### src/rtl/fpga_verif_pkg.sv
// Shared types and constants for the fabric self-test sequencer.
package fpga_verif_pkg;

    typedef enum logic [1:0] {
        ST_IDLE   = 2'd0,
        ST_WARMUP = 2'd1,
        ST_RUN    = 2'd2,
        ST_DONE   = 2'd3
    } seq_state_e;

    localparam int          LFSR_W       = 32;
    localparam logic [31:0] LFSR_TAPS    = 32'h8020_0003;
    localparam logic [31:0] DEFAULT_SEED = 32'h0000_0001;

endpackage

### src/rtl/verif_lfsr.sv
// 32-bit right-shifting Galois LFSR with load, advance and a zero-seed guard.
module verif_lfsr
    import fpga_verif_pkg::*;
#(
    parameter logic [LFSR_W-1:0] SEED  = DEFAULT_SEED,
    parameter int                OUT_W = 2
) (
    input  logic             clk,
    input  logic             rst_n,
    input  logic             load_i,
    input  logic             adv_i,
    output logic [OUT_W-1:0] state_o
);

    // An all-zero state would lock the register, so a zero seed becomes 1.
    localparam logic [LFSR_W-1:0] SEED_SAFE = (SEED == '0) ? LFSR_W'(1) : SEED;

    logic [LFSR_W-1:0] lfsr_q, lfsr_d;

    always_comb begin
        lfsr_d = lfsr_q;
        if (load_i) begin
            lfsr_d = SEED_SAFE;
        end else if (adv_i) begin
            lfsr_d = (lfsr_q >> 1) ^ (lfsr_q[0] ? LFSR_TAPS : '0);
        end
    end

    always_ff @(posedge clk or negedge rst_n) begin
        if (!rst_n) begin
            lfsr_q <= '0;
        end else begin
            lfsr_q <= lfsr_d;
        end
    end

    assign state_o = lfsr_q[OUT_W-1:0];

endmodule

### src/rtl/fpga_verif_sequencer.sv
// Stimulus-and-check controller for the fabric formal-verification wrapper.
// Optional first-error capture is enabled by defining FPGA_VERIF_FIRST_ERR_EN.
module fpga_verif_sequencer
    import fpga_verif_pkg::*;
#(
    parameter int          N_IN          = 2,
    parameter int          N_OUT         = 1,
    parameter int          WARMUP_CYCLES = 1,
    parameter int          RUN_CYCLES    = 400,
    parameter logic [31:0] SEED          = DEFAULT_SEED,
    parameter int          ERR_W         = 16
) (
    input  logic             clk,
    input  logic             rst_n,
    input  logic             start,
    output logic [N_IN-1:0]  stim_o,
    input  logic [N_OUT-1:0] dut_out_i,
    input  logic [N_OUT-1:0] ref_out_i,
    output logic             busy,
    output logic             done,
    output logic             pass,
    output logic             mismatch_o,
    output logic [ERR_W-1:0] err_count,
    output logic [15:0]      first_err_cycle,
    output logic [N_OUT-1:0] first_err_dut,
    output logic [N_OUT-1:0] first_err_ref
);

    seq_state_e       state_q;
    logic [31:0]      cyc_q;
    logic             busy_q, done_q, pass_q, mismatch_q;
    logic [ERR_W-1:0] err_q, err_d;

    logic start_ok, mm_now, event_now, lfsr_adv;

    assign start_ok  = start && ((state_q == ST_IDLE) || (state_q == ST_DONE));
    assign lfsr_adv  = (state_q == ST_WARMUP) || (state_q == ST_RUN);
    assign mm_now    = |(dut_out_i ^ ref_out_i);
    // Only the 0->1 transition of the registered compare is an error event.
    assign event_now = (state_q == ST_RUN) && mm_now && !mismatch_q;
    assign err_d     = (err_q == '1) ? err_q : err_q + ERR_W'(1);

    verif_lfsr #(
        .SEED  (SEED),
        .OUT_W (N_IN)
    ) u_lfsr (
        .clk     (clk),
        .rst_n   (rst_n),
        .load_i  (start_ok),
        .adv_i   (lfsr_adv),
        .state_o (stim_o)
    );

    always_ff @(posedge clk or negedge rst_n) begin
        if (!rst_n) begin
            state_q    <= ST_IDLE;
            cyc_q      <= '0;
            busy_q     <= 1'b0;
            done_q     <= 1'b0;
            pass_q     <= 1'b0;
            mismatch_q <= 1'b0;
            err_q      <= '0;
        end else if (start_ok) begin
            state_q    <= ST_WARMUP;
            cyc_q      <= '0;
            busy_q     <= 1'b1;
            done_q     <= 1'b0;
            pass_q     <= 1'b0;
            mismatch_q <= 1'b0;
            err_q      <= '0;
        end else begin
            case (state_q)
                ST_WARMUP: begin
                    if (cyc_q == 32'(WARMUP_CYCLES - 1)) begin
                        state_q <= ST_RUN;
                        cyc_q   <= '0;
                    end else begin
                        cyc_q <= cyc_q + 32'd1;
                    end
                end
                ST_RUN: begin
                    mismatch_q <= mm_now;
                    if (event_now) begin
                        err_q <= err_d;
                    end
                    // The last compare's event is folded into pass here.
                    if (cyc_q == 32'(RUN_CYCLES - 1)) begin
                        state_q <= ST_DONE;
                        busy_q  <= 1'b0;
                        done_q  <= 1'b1;
                        pass_q  <= (err_q == '0) && !event_now;
                    end else begin
                        cyc_q <= cyc_q + 32'd1;
                    end
                end
                default: begin
                end
            endcase
        end
    end

    assign busy       = busy_q;
    assign done       = done_q;
    assign pass       = pass_q;
    assign mismatch_o = mismatch_q;
    assign err_count  = err_q;

`ifdef FPGA_VERIF_FIRST_ERR_EN
    logic             captured_q;
    logic [15:0]      fec_q;
    logic [N_OUT-1:0] fdut_q, fref_q;

    always_ff @(posedge clk or negedge rst_n) begin
        if (!rst_n) begin
            captured_q <= 1'b0;
            fec_q      <= '0;
            fdut_q     <= '0;
            fref_q     <= '0;
        end else if (start_ok) begin
            captured_q <= 1'b0;
            fec_q      <= '0;
            fdut_q     <= '0;
            fref_q     <= '0;
        end else if (event_now && !captured_q) begin
            captured_q <= 1'b1;
            fec_q      <= (cyc_q > 32'h0000_FFFF) ? 16'hFFFF : cyc_q[15:0];
            fdut_q     <= dut_out_i;
            fref_q     <= ref_out_i;
        end
    end

    assign first_err_cycle = fec_q;
    assign first_err_dut   = fdut_q;
    assign first_err_ref   = fref_q;
`else
    assign first_err_cycle = '0;
    assign first_err_dut   = '0;
    assign first_err_ref   = '0;
`endif

endmodule

### config.mk
export PLATFORM = sky130hd
export DESIGN_NAME = fpga_verif_sequencer
export DESIGN_NICKNAME = d
export VERILOG_FILES = /design/src/rtl/fpga_verif_pkg.sv /design/src/rtl/verif_lfsr.sv /design/src/rtl/fpga_verif_sequencer.sv
export SDC_FILE = /design/constraint.sdc
export NUM_CORES = 1
export LEC_CHECK = 0
export BUFFER_PORTS_ARGS = -buffer_cell sky130_fd_sc_hd__buf_2
export CAP_MARGIN = 20
export CORE_ASPECT_RATIO = 0.7
export CORE_MARGIN = 2
export CORE_UTILIZATION = 39
export DETAILED_ROUTE_END_ITERATION = 7
export SLEW_MARGIN = 20
export SYNTH_ARGS = -nofsm -noshare
export SYNTH_HDL_FRONTEND = slang
export SYNTH_SLANG_ARGS = --single-unit
### constraint.sdc
create_clock -name clk -period 2.25 [get_ports clk]
set_input_delay 0 -clock clk [delete_from_list [all_inputs] [get_ports clk]]
set_output_delay 0 -clock clk [all_outputs]
set_load 0.01 [all_outputs]
==> Word-level counts from Yosys, hierarchy flattened <==
Index checks and enable logic that the tools add are counted.
{ "classes": {"n_addsub": 2, "eq_ne": 9, "muxes": 26, "n_bitwise": 2, "reduce_logical": 20} }
{ "op_table": {"columns": ["cell", "n"], "rows": [
  ["32-bit 2-to-1 mux", 6],
  ["16-bit 2-to-1 mux", 4],
  ["32-bit case mux with 2 select lines", 1],
  ["32-bit by 1-bit adder with 32-bit output (second input constant)", 1],
  ["32-bit by 9-bit == test with 1-bit output (second input constant)", 1],
  ["32-bit zero test", 1],
  ["31-bit by 32-bit bitwise XOR with 32-bit output", 1],
  ["16-bit by 1-bit adder with 16-bit output (second input constant)", 1],
  ["16-bit == test (second input constant)", 1],
  ["16-bit zero test", 1],
  ["1-bit 2-to-1 mux", 11],
  ["2-bit nonzero test", 4],
  ["2-bit 2-to-1 mux", 3],
  ["3-bit by 2-bit != test with 1-bit output (second input constant)", 2],
  ["3-bit AND reduction", 2],
  ["2-bit == test (second input constant)", 2],
  ["1-bit logical AND", 4],
  ["2-bit case mux with 2 select lines", 1],
  ["2-bit AND reduction", 2],
  ["3-bit != test (second input constant)", 1],
  ["3-bit nonzero test", 1],
  ["2-bit by 1-bit == test with 1-bit output (second input constant)", 1],
  ["1-bit zero test", 2],
  ["2-bit zero test", 1],
  ["3 further kinds", 4]
]} }
{ "word_totals": {"ff_bits": 86, "output_inout_bits": 40, "elab_cells": 67} }

==> Depth between registers and ports, before layout <==
Gate-level depths: netlist (run 1).
{ "logic_depth": {"depth_word": 8, "ltp_mapped": 9} }

==> By module <==
A second synthesis (run 1) with hierarchy kept.
{ "hier_totals": {"cells_unflattened": 499, "hier_area_um2": 4837.1} }
{ "by_module_without_submodules": {"columns": ["mod", "instances", "cells_each", "area_per_inst_um2", "seq_area_each_um2"], "rows": [
  ["fpga_verif_sequencer", 1, 391, 3464.6, 1351.3],
  ["verif_lfsr", 1, 108, 1372.6, 800.8]
]} }

==> Worst setup path after synthesis (run 1) <==
Ideal clock, no wire load.
{ "synth_path": {"path_kind": "register -> register", "startpoint": "register state_q[0]", "endpoint": "register cyc_q[31]", "setup_ps": 121, "t_arrival_ps": 1968, "t_required_ps": 2129, "setup_slack_ps": 161, "stages_incl_launch_ff": 9, "n_path_buf": 1, "period_less_slack_ps": 2089, "path_cell_list": "dfrtp_1 > inv_1 > ha_1 > a211oi_4 > or4_1 > buf_4 > nor4b_4 > xnor2_1 > nor2_1"} }
{ "synth_between": {"elab_chain_cells": 5} }
{ "synth_rtl": {"columns": ["element", "line_no", "source"], "rows": [
  ["start: declaration", "fpga_verif_sequencer.sv:29", "seq_state_e state_q;"],
  ["start signal: assignment", "fpga_verif_sequencer.sv:56", "state_q <= ST_IDLE;"],
  ["start signal: assignment", "fpga_verif_sequencer.sv:64", "state_q <= ST_WARMUP;"],
  ["start signal: assignment", "fpga_verif_sequencer.sv:75", "state_q <= ST_RUN;"],
  ["2-bit == test or 2-bit zero test (tied branches)", "fpga_verif_sequencer.sv:36", "assign start_ok = start && ((state_q == ST_IDLE) || (state_q == ST_DONE));"],
  ["1-bit logical OR", "fpga_verif_sequencer.sv:36", null],
  ["1-bit logical AND", "fpga_verif_sequencer.sv:36", null],
  ["3-bit != test (no source line) or 3-bit nonzero test (tied branches)", null, null],
  ["2-bit AND reduction (no source line)", null, null],
  ["end signal: assignment", "fpga_verif_sequencer.sv:78", "cyc_q <= cyc_q + 32'd1;"],
  ["end signal: assignment", "fpga_verif_sequencer.sv:93", "cyc_q <= cyc_q + 32'd1;"],
  ["end: declaration", "fpga_verif_sequencer.sv:30", "logic [31:0] cyc_q;"]
]} }
Several ways; a longest one is shown, not always the timed one.
A chain may end at the register's enable or synchronous reset.

==> Final worst setup path (run 1) <==
Ends and elaborated chain as after synthesis.

==> results of run 1 <==
-- synthesized netlist by cell type (6+ instances only) --
master / count / area, sq um
a21oi_1: 15 / 75.07
or3_1: 7 / 43.79
buf_4: 22 / 165.2
nand4_1: 10 / 62.56
clkbuf_1: 12 / 45.04
nor2_1: 38 / 142.6
inv_1: 44 / 165.2
dfrtp_1: 86 / 2152
nand2_1: 58 / 217.7
o31ai_1: 9 / 67.56
o22ai_1: 29 / 181.4
nand3_1: 16 / 80.08
or4_1: 8 / 60.06
nor3_1: 14 / 70.07
ha_1: 7 / 87.58
xnor2_1: 22 / 192.7
and4_1: 7 / 61.31
nor4_2: 6 / 75.07
nor4_1: 12 / 75.07
o21ai_0: 7 / 35.03
xor2_1: 9 / 78.83
-- state kept, by name, summed over array words and instances, names as in the netlist --
name,flops
err_count,16
pass,1
mismatch_o,1
state_q,2
done,1
busy,1
cyc_q,32
u_lfsr.lfsr_q,32
-- layer usage --
layer  global-route usage [%]  vias up  share of wire (%)
met5                        0        -                  0
li1                         -     1797                  -
met1                    26.38     1759                 54
met4                    4.474        0                1.1
met3                    3.615        8                3.6
met2                    25.85       75                 41
-- stage by stage --
step,TNS (ps),power (mW)
CTS,0,5.178
finish,0,5.169
global placement,0,3.603
floorplan,0,3.166
detailed placement,0,3.675
global route,-17.46,5.503
-- placed cells by master (no fill, tap or decap), types with 8 or more instances in the layout --
cell | synthesis | layout
xnor2_1 | 22 | 22
clkbuf_16 | 0 | 9
o31ai_1 | 9 | 9
nand2_1 | 58 | 58
inv_1 | 44 | 44
buf_4 | 22 | 37
nand3_1 | 16 | 16
xor2_1 | 9 | 9
dfrtp_1 | 86 | 86
a21oi_1 | 15 | 15
nor3_1 | 14 | 12
or4_1 | 8 | 8
nor4_1 | 12 | 11
conb_1 | 1 | 18
nand4_1 | 10 | 10
o22ai_1 | 29 | 29
buf_2 | 5 | 25
nor2_1 | 38 | 38
-- final cells by class --
type / count / share of cell area (%)
multi-input combinational: 337 / 40.18
timing repair buffer: 65 / 8.018
clock inverter: 7 / 1.359
tap: 157 / 3.618
clock buffer: 9 / 4.147
inverter: 44 / 3.041
sequential: 86 / 39.63
-- where the power goes --
group | total [mW] | internal (mW) | switching, mW
logic | 1.76 | 0.625 | 1.14
clock network | 1.50 | 0.862 | 0.635
registers | 1.91 | 1.76 | 0.153
total | 5.17 | 3.24 | 1.93
-- path summary, 6_finish.rpt --
kind	start	end	slack (ps)	cells after the start
worst max register to register	state_q[0]	cyc_q[31]	80	8
worst min-delay path	dut_out_i	mismatch_o	40	3
min in group asynchronous	rst_n	u_lfsr.lfsr_q[27]	210	2
worst min register to register	busy	busy	480	2
worst max-delay path	state_q[0]	cyc_q[31]	80	8
max in group asynchronous	rst_n	cyc_q[28]	1350	3
-- worst reg2reg max path, delay by kind of cell (launching register included) --
family	cells	cell delay, ps
flip-flops	1	380
AND/OR/NAND/NOR	3	850
buffers and inverters	2	260
adder cells (fa/ha/maj)	1	360
AO/OA/AOI/OAI	1	70
XOR/XNOR	1	140
-- kinds of logic (layout without fill, tap and decap cells) --
group	Yosys count	count (layout)	synth area share [%]
adder cells (fa/ha/maj)	7	7	1.890
multiplexers	3	3	0.6480
AO/OA/AOI/OAI	82	82	12.58
XOR/XNOR	31	31	5.859
AND/OR/NAND/NOR	196	196	23.35
flip-flops	86	86	46.44
other	1	18	0.08092
buffers and inverters	87	125	9.152
-- repair_timing --
| action | in CTS | in global routing |
|---|---|---|
| hold endpoints to repair | 44 | 0 |
| hold buffers | 1 | 0 |
| endpoints found under the setup margin | 0 | 21 |
| resized for setup | 0 | 11 |
| setup buffers | 0 | 0 |
==> metrics.md, run 1 <==
| Metric | Value |
|---|---|
| NumNets Final | `555` |
| Layout area overhead | `17.17%` |
| Cell count after placement | `688` |
| Outcome | `finished, final reports clean` |
| Vias/cell | `5.162` |
| Setup Viol. Count Final | `0` |
| 1st-pass router iterations | `4` |
| Hold Fails Final Rpt | `0` |
| Crit end category | `flip-flop` |
| Post-Syn Instances | `493` |
| CTS sink cnt | `86` |
| Vias | `3639` |
| Worst EP arrival | `2390 ps` |
| Cell area after layout | `0.005430 sq mm` |
| Slowest CP cell | `or4_1` |
| Worst-Skew Late Latency | `340 ps` |
| Final core occ | `46.64%` |
| CP Buf/Inv Count | `2` |
| Layout cells sized above 1 | `19.34%` |
| ANT cells | `0` |
| Crit path max fanout | `8` |
| WL/cell | `14.64 um` |
| Placer Congestion | `0.9143` |
| Seq. cell area | `0.002152 sq mm` |
| DRC viols | `0` |
| WP data required | `2480 ps` |
| CP max stage delay | `540 ps` |
| DRT antenna net count | `0` |
| CTS buffer count | `9` |
| Post-DP Area | `0.005056 sq mm` |
| Period utilization | `96.35%` |
| Synthesized area | `0.004634 sq mm` |
| Final worst slack | `82.13 ps` |
| Power Density | `951.8 mW/mm^2` |
| CTS tree | `built` |
| Port bufs | `26` |
| IO Pins | `45` |
| First-pass GRT wire length | `17.90 mm` |
| Fin. max-slew vios | `0` |
| Syn avg cell area | `9.400 sq um` |
| Clk buf depth | `2` |
| Post-synthesis async set-or-reset flop share | `100.0%` |
| Core Region | `0.01164 sq mm` |
| Initial Util | `39.80%` |
| CP cell instances | `inv_1 -> ha_2 -> a211oi_4 -> or4_1 -> buf_6 -> nor4b_4 -> xnor2_1 -> nor2_1` |
| Leak pwr | `2.370 nW` |
| Sequential fraction of the synthesis area | `46.44%` |
| Row count | `33` |
| Slew margin rel. | `59.55%` |
| Post-synth EDFFs | `0` |
| CP top delay family | `simple AND/OR/NAND/NOR gates` |
| Post-synth cell types | `56` |
| Detailed Route Iter0 Violations | `240` |
| Crit path kind | `reg -> reg` |
| Largest net degree at the start of global routing | `65` |
| Area of the multi-input gates | `0.002182 sq mm` |
| Die X | `134.3 um` |
| CTS H-tree depth | `3` |
| Highest clock rate | `461.3 MHz` |
| # fillers | `1110` |
| Initial antenna violation count | `0` |
| Hpwl dp | `7.163 mm` |
| Synth warn | `0` |
| Main synth FF type | `dfrtp_1` |
| Count of state elements after synthesis | `86` |
| Total Wirelength | `10.32 mm` |
| Fin cells | `705` |
| Max-cap violation count | `0` |
| Crit path launch type | `flip-flop` |
| Chip Height | `95.21 um` |
| Worst slew pin tran | `606.7 ps` |
| Post-layout minimum cycle time | `2168 ps` |
| Clk slew on worst S/H paths | `70 ps` |
| Total track usage | `17.58%` |
| GR Overflow Total | `0` |
| Worst Hold Class | `in -> reg` |
| Clock skew | `7.765 ps` |
| Root Driver | `clkbuf_16` |
| Vias in the first global route | `3552` |
| DP Worst Slack | `74.99 ps` |
| Die area | `0.01279 sq mm` |
| IR drop worst, VDD | `0.0005721 V` |
| Worst hold margin | `44.50 ps` |
Note: power is estimated with default switching activity, not from simulation.
==> run 2, diff against run 1 <==
--- a/config.mk
+++ b/config.mk
@@ -5,7 +5,7 @@
 export SDC_FILE = /design/constraint.sdc
 export NUM_CORES = 1
 export LEC_CHECK = 0
-export BUFFER_PORTS_ARGS = -buffer_cell sky130_fd_sc_hd__buf_2
+export BUFFER_PORTS_ARGS = -buffer_cell sky130_fd_sc_hd__buf_4
 export CAP_MARGIN = 20
 export CORE_ASPECT_RATIO = 0.7
 export CORE_MARGIN = 2
==> constraint.sdc (replaced) <==
create_clock -name clk -period 1.95 [get_ports clk]
set_input_delay 0 -clock clk [delete_from_list [all_inputs] [get_ports clk]]
set_output_delay 0 -clock clk [all_outputs]
set_load 0.01 [all_outputs]
==> run 2 against run 1 <==
The run now ends with negative setup slack left. Core utilization increased by 11 points. Global-route usage grew 1.1 points. Register-to-register slack got worse by 250 ps. Sequential power is 16% higher. Count of clock-buffer cells in the layout is the same. Combinational power increased by 79%. Final cell count grew 11%. Die area is the same. Setup slack worse by 250 ps. Routed wire length grew 17%. Clock skew up 1.8 ps. Via count increased by 10%. Largest power group is now combinational logic.
==> metrics.md, run 2 (same netlist as run 1, synthesis figures left out) <==
| Metric | Value |
|---|---|
| Worst EP arrival | `2350 ps (-40 ps)` |
| Port bufs | `26 (unchanged)` |
| Power Density | `1081 mW/mm^2 (+14%)` |
| Final TNS setup | `-1288 ps (-1288 ps)` |
| Slowest CP cell | `or4_4` |
| First-pass GRT wire length | `18.68 mm (+4.4%)` |
| Total Wirelength | `12.07 mm (+17%)` |
| Clock skew | `9.595 ps (+1.829 ps)` |
| CTS sink cnt | `86 (unchanged)` |
| Met2 WL | `5.558 mm (+30%)` |
| DRC viols | `0 (unchanged)` |
| Crit path launch type | `flip-flop` |
| Detailed Route Iter0 Violations | `248 (+3.3%)` |
| WL/cell | `15.45 um (+5.5%)` |
| Setup Viol. Count Final | `28 (+28)` |
| Layout cells sized above 1 | `39.58% (+20 points)` |
| Leak pwr | `2.947 nW (+24%)` |
| Met3 Routed Length | `639 um (+72%)` |
| Crit path kind | `reg -> reg` |
| CTS tree | `built` |
| CTS H-tree depth | `3 (unchanged)` |
| Crit end category | `flip-flop` |
| Vias/cell | `5.124 (-0.73%)` |
| Outcome | `complete, but fails checks` |
| Highest clock rate | `473.2 MHz (+2.6%)` |
| Leading cell type in the layout, fill and taps excluded | `buf_4` |
| Placer Congestion | `0.8303 (-9.2%)` |
| Root Driver | `clkbuf_16` |
| Fin. max-slew vios | `0 (unchanged)` |
| CP top delay family | `simple AND/OR/NAND/NOR gates` |
| Largest net degree at the start of global routing | `63 (-3.1%)` |
| Clk buf depth | `2 (unchanged)` |
| DRT antenna net count | `0 (unchanged)` |
| WP data required | `2190 ps (-290 ps)` |
| Vias | `4002 (+10%)` |
| Metal-1 WL | `5.758 mm (+3.7%)` |
| Unrepaired setup endpoints after global routing | `yes` |
| Chip Height | `95.21 um (unchanged)` |
| ANT cells | `0 (unchanged)` |
| Crit path max fanout | `7 (-1)` |
| Worst Hold Class | `in -> reg` |
| Period utilization | `108.4% (+12 points)` |
| Die area | `0.01279 sq mm (unchanged)` |
| CTS buffer count | `9 (unchanged)` |
| Most frequent cells in the layout | `buf_4, dfrtp_1, nand2_1` |
| Core Region | `0.01164 sq mm (unchanged)` |
| # fillers | `960 (-14%)` |
| GR Overflow Total | `0 (unchanged)` |
| CP cell instances | `inv_2 -> ha_4 -> a211oi_4 -> or4_4 -> buf_12 -> nor4b_4 -> xnor2_1 -> nor2_1` |
| IR drop worst, VDD | `0.0006005 V (+5.0%)` |
| Top Layer Used | `met4` |
| Row count | `33 (unchanged)` |
| CP Buf/Inv Count | `2 (unchanged)` |
| CP max stage delay | `500 ps (-40 ps)` |
| Vias in the first global route | `3723 (+4.8%)` |
| Layout area overhead | `44.95%` |
| Final worst slack | `-163.2 ps (-245.4 ps)` |
| Worst-Skew Late Latency | `350 ps (about the same)` |
| NumNets Final | `631 (+14%)` |
| Hpwl dp | `7.605 mm (+6.2%)` |
| Post-layout minimum cycle time | `2113 ps (-54.63 ps)` |
| 1st-pass router iterations | `4 (unchanged)` |
| IO Pins | `45 (unchanged)` |
| Failing checks | `negative setup slack` |
| Max-cap violation count | `0 (unchanged)` |
| Die X | `134.3 um (unchanged)` |
| Final core occ | `57.69% (+11 points)` |
| Worst hold margin | `79.42 ps (+34.92 ps)` |
| Total track usage | `18.67% (+1.1 points)` |
| Hold Fails Final Rpt | `0 (unchanged)` |
| Initial Util | `39.80% (unchanged)` |
| Initial antenna violation count | `0 (unchanged)` |
| Clk slew on worst S/H paths | `70 ps (about the same)` |
-- run 2: worst min-delay path: cells and delay by family --
kind | cells | cell delay, ps
buffers and inverters | 1 | 80
AOI/OAI and AO/OA | 1 | 110
xor gates and xnor gates | 1 | 190
-- run 2: per-stage QoR --
step	power, mW	instances	cell area (sq um)	worst slack [ps]
global placement	4.560	734	5542	-151.0
global route	7.691	781	6718	-213.6
floorplan	3.683	510	4732	-51.77
detailed placement	4.622	734	5542	-131.5
finish	7.260	781	6718	-163.2
CTS	6.772	763	6120	-85.46
-- run 2: repair_timing --
item,in CTS,in global routing
setup endpoints to repair,39,46
endpoints found under the hold margin,37,0
setup buffers,10,18
resized for setup,25,89
cloned,1,2
pin swaps,12,43
hold buffers,2,0
-- run 2: power breakdown --
part	internal, mW	switching (mW)	leakage (nW)
logic	1.44	1.71	1.63
registers	2.03	0.185	1.16
clock network	1.14	0.758	0.158
-- run 2: final cells by class --
type / count / area (sq um) / area share, %
multi-input combinational: 338 / 2670 / 39.75
sequential: 86 / 2158 / 32.13
timing repair buffer: 140 / 1197 / 17.82
clock buffer: 9 / 225.2 / 3.353
tap: 157 / 196.4 / 2.924
inverter: 44 / 165.2 / 2.459
clock inverter: 7 / 105.1 / 1.565
-- run 2: worst paths after layout --
check / startpoint / endpoint / slack, ps / depth (start not counted)
worst min register to register: busy / busy / 480 / 2
worst max-delay path: state_q[0] / cyc_q[31] / -160 / 8
worst max register to register: state_q[0] / cyc_q[31] / -160 / 8
worst min-delay path: ref_out_i / mismatch_o / 80 / 3
max in group asynchronous: rst_n / cyc_q[10] / 1120 / 3
min in group asynchronous: rst_n / cyc_q[21] / 160 / 2
-- run 2: per-layer routing --
metal / global-route usage, % / vias up
met3: 3.987 / 11
li1: - / 1957
met2: 28.57 / 95
met1: 26.67 / 1939
met4: 5.789 / 0
met5: 0 / -
==> run 3, diff against run 2 <==
==> constraint.sdc (replaced) <==
create_clock -name clk -period 2 [get_ports clk]
set_input_delay 0 -clock clk [delete_from_list [all_inputs] [get_ports clk]]
set_output_delay 0 -clock clk [all_outputs]
set_load 0.01 [all_outputs]
==> run 3 against run 2 <==
Critical endpoint is now cyc_q[13]. Final cell count down 3.7%. Sequential cell count unchanged. Cell area down 6.7%. Largest cell class unchanged. The run still ends with negative setup slack left. Largest power group unchanged. Clock skew up 1.9 ps. Core utilization down 3.9 points. Die area unchanged. Count of clock-buffer cells in the layout up 2. Combinational power down 11%. Clock power down 16%.
==> metrics.md, run 3 (same netlist as run 1, synthesis figures left out) <==
| Metric | Value |
|---|---|
| Total Wirelength | `11.15 mm (-7.6%)` |
| Failing checks | `negative setup slack` |
| IO Pins | `45 (unchanged)` |
| Layout area overhead | `35.23%` |
| Period utilization | `101.4% (-6.9 points)` |
| Clk slew on worst S/H paths | `60 ps (about the same)` |
| First-pass GRT wire length | `17.76 mm (-4.9%)` |
| DP Worst Slack | `-111.6 ps (+19.93 ps)` |
| Power Density | `1042 mW/mm^2 (-3.5%)` |
| Chip Height | `95.21 um (unchanged)` |
| Total track usage | `17.56% (-1.1 points)` |
| Worst EP arrival | `2260 ps (-90 ps)` |
| CTS sink cnt | `86 (unchanged)` |
| WP data required | `2230 ps (+40 ps)` |
| Hold Fails Final Rpt | `0 (unchanged)` |
| GR Overflow Total | `0 (unchanged)` |
| Outcome | `complete, but fails checks` |
| DRC viols | `0 (unchanged)` |
| Worst Hold Class | `in -> reg` |
| Placer Congestion | `0.8592 (+3.5%)` |
| Worst-Skew Late Latency | `340 ps (about the same)` |
| Post-DP Area | `0.005436 sq mm (-1.9%)` |
| Root Driver | `clkbuf_16` |
| Initial Util | `39.80% (unchanged)` |
| Post-layout minimum cycle time | `2028 ps (-84.81 ps)` |
| Core Region | `0.01164 sq mm (unchanged)` |
| Vias/cell | `5.206 (+1.6%)` |
| Largest net degree at the start of global routing | `63 (unchanged)` |
| NumNets Final | `602 (-4.6%)` |
| Port bufs | `26 (unchanged)` |
| Clk buf depth | `2 (unchanged)` |
| Max-cap violation count | `0 (unchanged)` |
| Detailed Route Iter0 Violations | `319 (+29%)` |
| Leading cell type in the layout, fill and taps excluded | `buf_4` |
| CP max stage delay | `460 ps (-40 ps)` |
| Slew margin rel. | `63.01%` |
| WL/cell | `14.83 um (-4.0%)` |
| Clock skew | `11.46 ps (+1.870 ps)` |
| ANT cells | `0 (unchanged)` |
| Unrepaired setup endpoints after global routing | `yes` |
| DRT antenna net count | `0 (unchanged)` |
| Worst slew pin tran | `554.9 ps` |
| IR drop worst, VDD | `0.0007331 V (+22%)` |
| Slowest CP cell | `dfrtp_2` |
| Leak pwr | `2.702 nW (-8.3%)` |
| Setup Viol. Count Final | `11 (-61%)` |
| Most frequent cells in the layout | `buf_4, dfrtp_1, nand2_1` |
| Hpwl dp | `7.565 mm (-0.53%)` |
| Die area | `0.01279 sq mm (unchanged)` |
| Die X | `134.3 um (unchanged)` |
| Crit path kind | `reg -> reg` |
| CTS buffer count | `9 (unchanged)` |
| Highest clock rate | `493.0 MHz (+4.2%)` |
| Crit path launch type | `flip-flop` |
| CP cell instances | `nor4_4 -> nand3_4 -> or3_4 -> o21ai_4 -> buf_6 -> clkbuf_16 -> nor2_1` |
| 1st-pass router iterations | `5 (+1)` |
| CP Buf/Inv Count | `2 (unchanged)` |
| Layout cells sized above 1 | `33.45% (-6.1 points)` |
| # fillers | `1028 (+7.1%)` |
| Cell area after layout | `0.006267 sq mm (-6.7%)` |
| CP top delay family | `simple AND/OR/NAND/NOR gates` |
| Vias in the first global route | `3569 (-4.1%)` |
| Crit end category | `flip-flop` |
| Final worst slack | `-28.43 ps (+134.8 ps)` |
| Vias | `3915 (-2.2%)` |
| Worst hold margin | `106.1 ps (+26.66 ps)` |
| Crit path max fanout | `6 (-1)` |
| CTS H-tree depth | `3 (unchanged)` |
| Row count | `33 (unchanged)` |
| Fin. max-slew vios | `0 (unchanged)` |
| CTS tree | `built` |
| Initial antenna violation count | `0 (unchanged)` |
| Tot Pwr | `6.533 mW (-10%)` |
| Final TNS setup | `-134.3 ps (+1154 ps)` |
[run 3: cell count changes in the layout (fill, tap and decap cells not counted), sizes merged]
cell / before / now
buf: 136 / 109
bufinv: 2 / 0
clkbuf: 11 / 13
a31o: 4 / 3
clkinv: 2 / 3
clkinvlp: 1 / 0
dlygate4sd3: 2 / 1
[run 3: area by class of cell]
class	instances	area, sq um	share of cell area [%]
tap	157	196.4	3.134
clock inverter	5	40.04	0.6389
sequential	86	2158	34.44
inverter	44	165.2	2.635
multi-input combinational	337	2520	40.21
timing repair buffer	112	944.7	15.07
clock buffer	11	242.7	3.873
[run 3: layer usage]
| metal | part of all wire [%] | routed length [um] | track usage, % |
|---|---|---|---|
| met1 | 49 | 5472 | 26.62 |
| met2 | 45 | 4994 | 25.30 |
| met3 | 5.4 | 606 | 3.721 |
| met4 | 0.70 | 78 | 4.737 |
| met5 | 0 | 0 | 0 |
[run 3: final timing paths]
path,from,endpoint,slack (ps),cells past startpoint
hold reg to reg,busy,busy,500,2
setup reg to reg,cyc_q[6],cyc_q[13],-30,7
hold / removal,dut_out_i,mismatch_o,110,3
max in group asynchronous,rst_n,cyc_q[5],1150,3
min in group asynchronous,rst_n,u_lfsr.lfsr_q[28],200,2
setup / recovery,cyc_q[6],cyc_q[13],-30,7
[run 3: stage by stage]
step	cells	util (%)
floorplan	510	-
global placement	724	46.69
detailed placement	724	46.69
CTS	742	49.86
global route	752	53.83
finish	752	53.83
[run 3: power by group]
group	internal [mW]	switching [mW]	total (mW)	leakage, nW
clock network	0.887	0.706	1.59	0.140
registers	1.98	0.159	2.14	1.16
logic	1.24	1.56	2.80	1.40
total	4.10	2.43	6.53	2.70
[run 3: what timing repair did]
| item | in CTS | in global routing |
|---|---|---|
| setup endpoints to repair | 38 | 45 |
| hold endpoints to repair | 42 | 0 |
| buffers inserted | 1 | 8 |
| pin swaps | 3 | 20 |
| resized for setup | 11 | 72 |
| gates cloned | 0 | 2 |
| hold buffers | 1 | 0 |
[run 3: tightest hold or removal path, cell delays in order]
cell and delay (ps):
buf_4 80, xnor2_1 210, a211oi_1 110
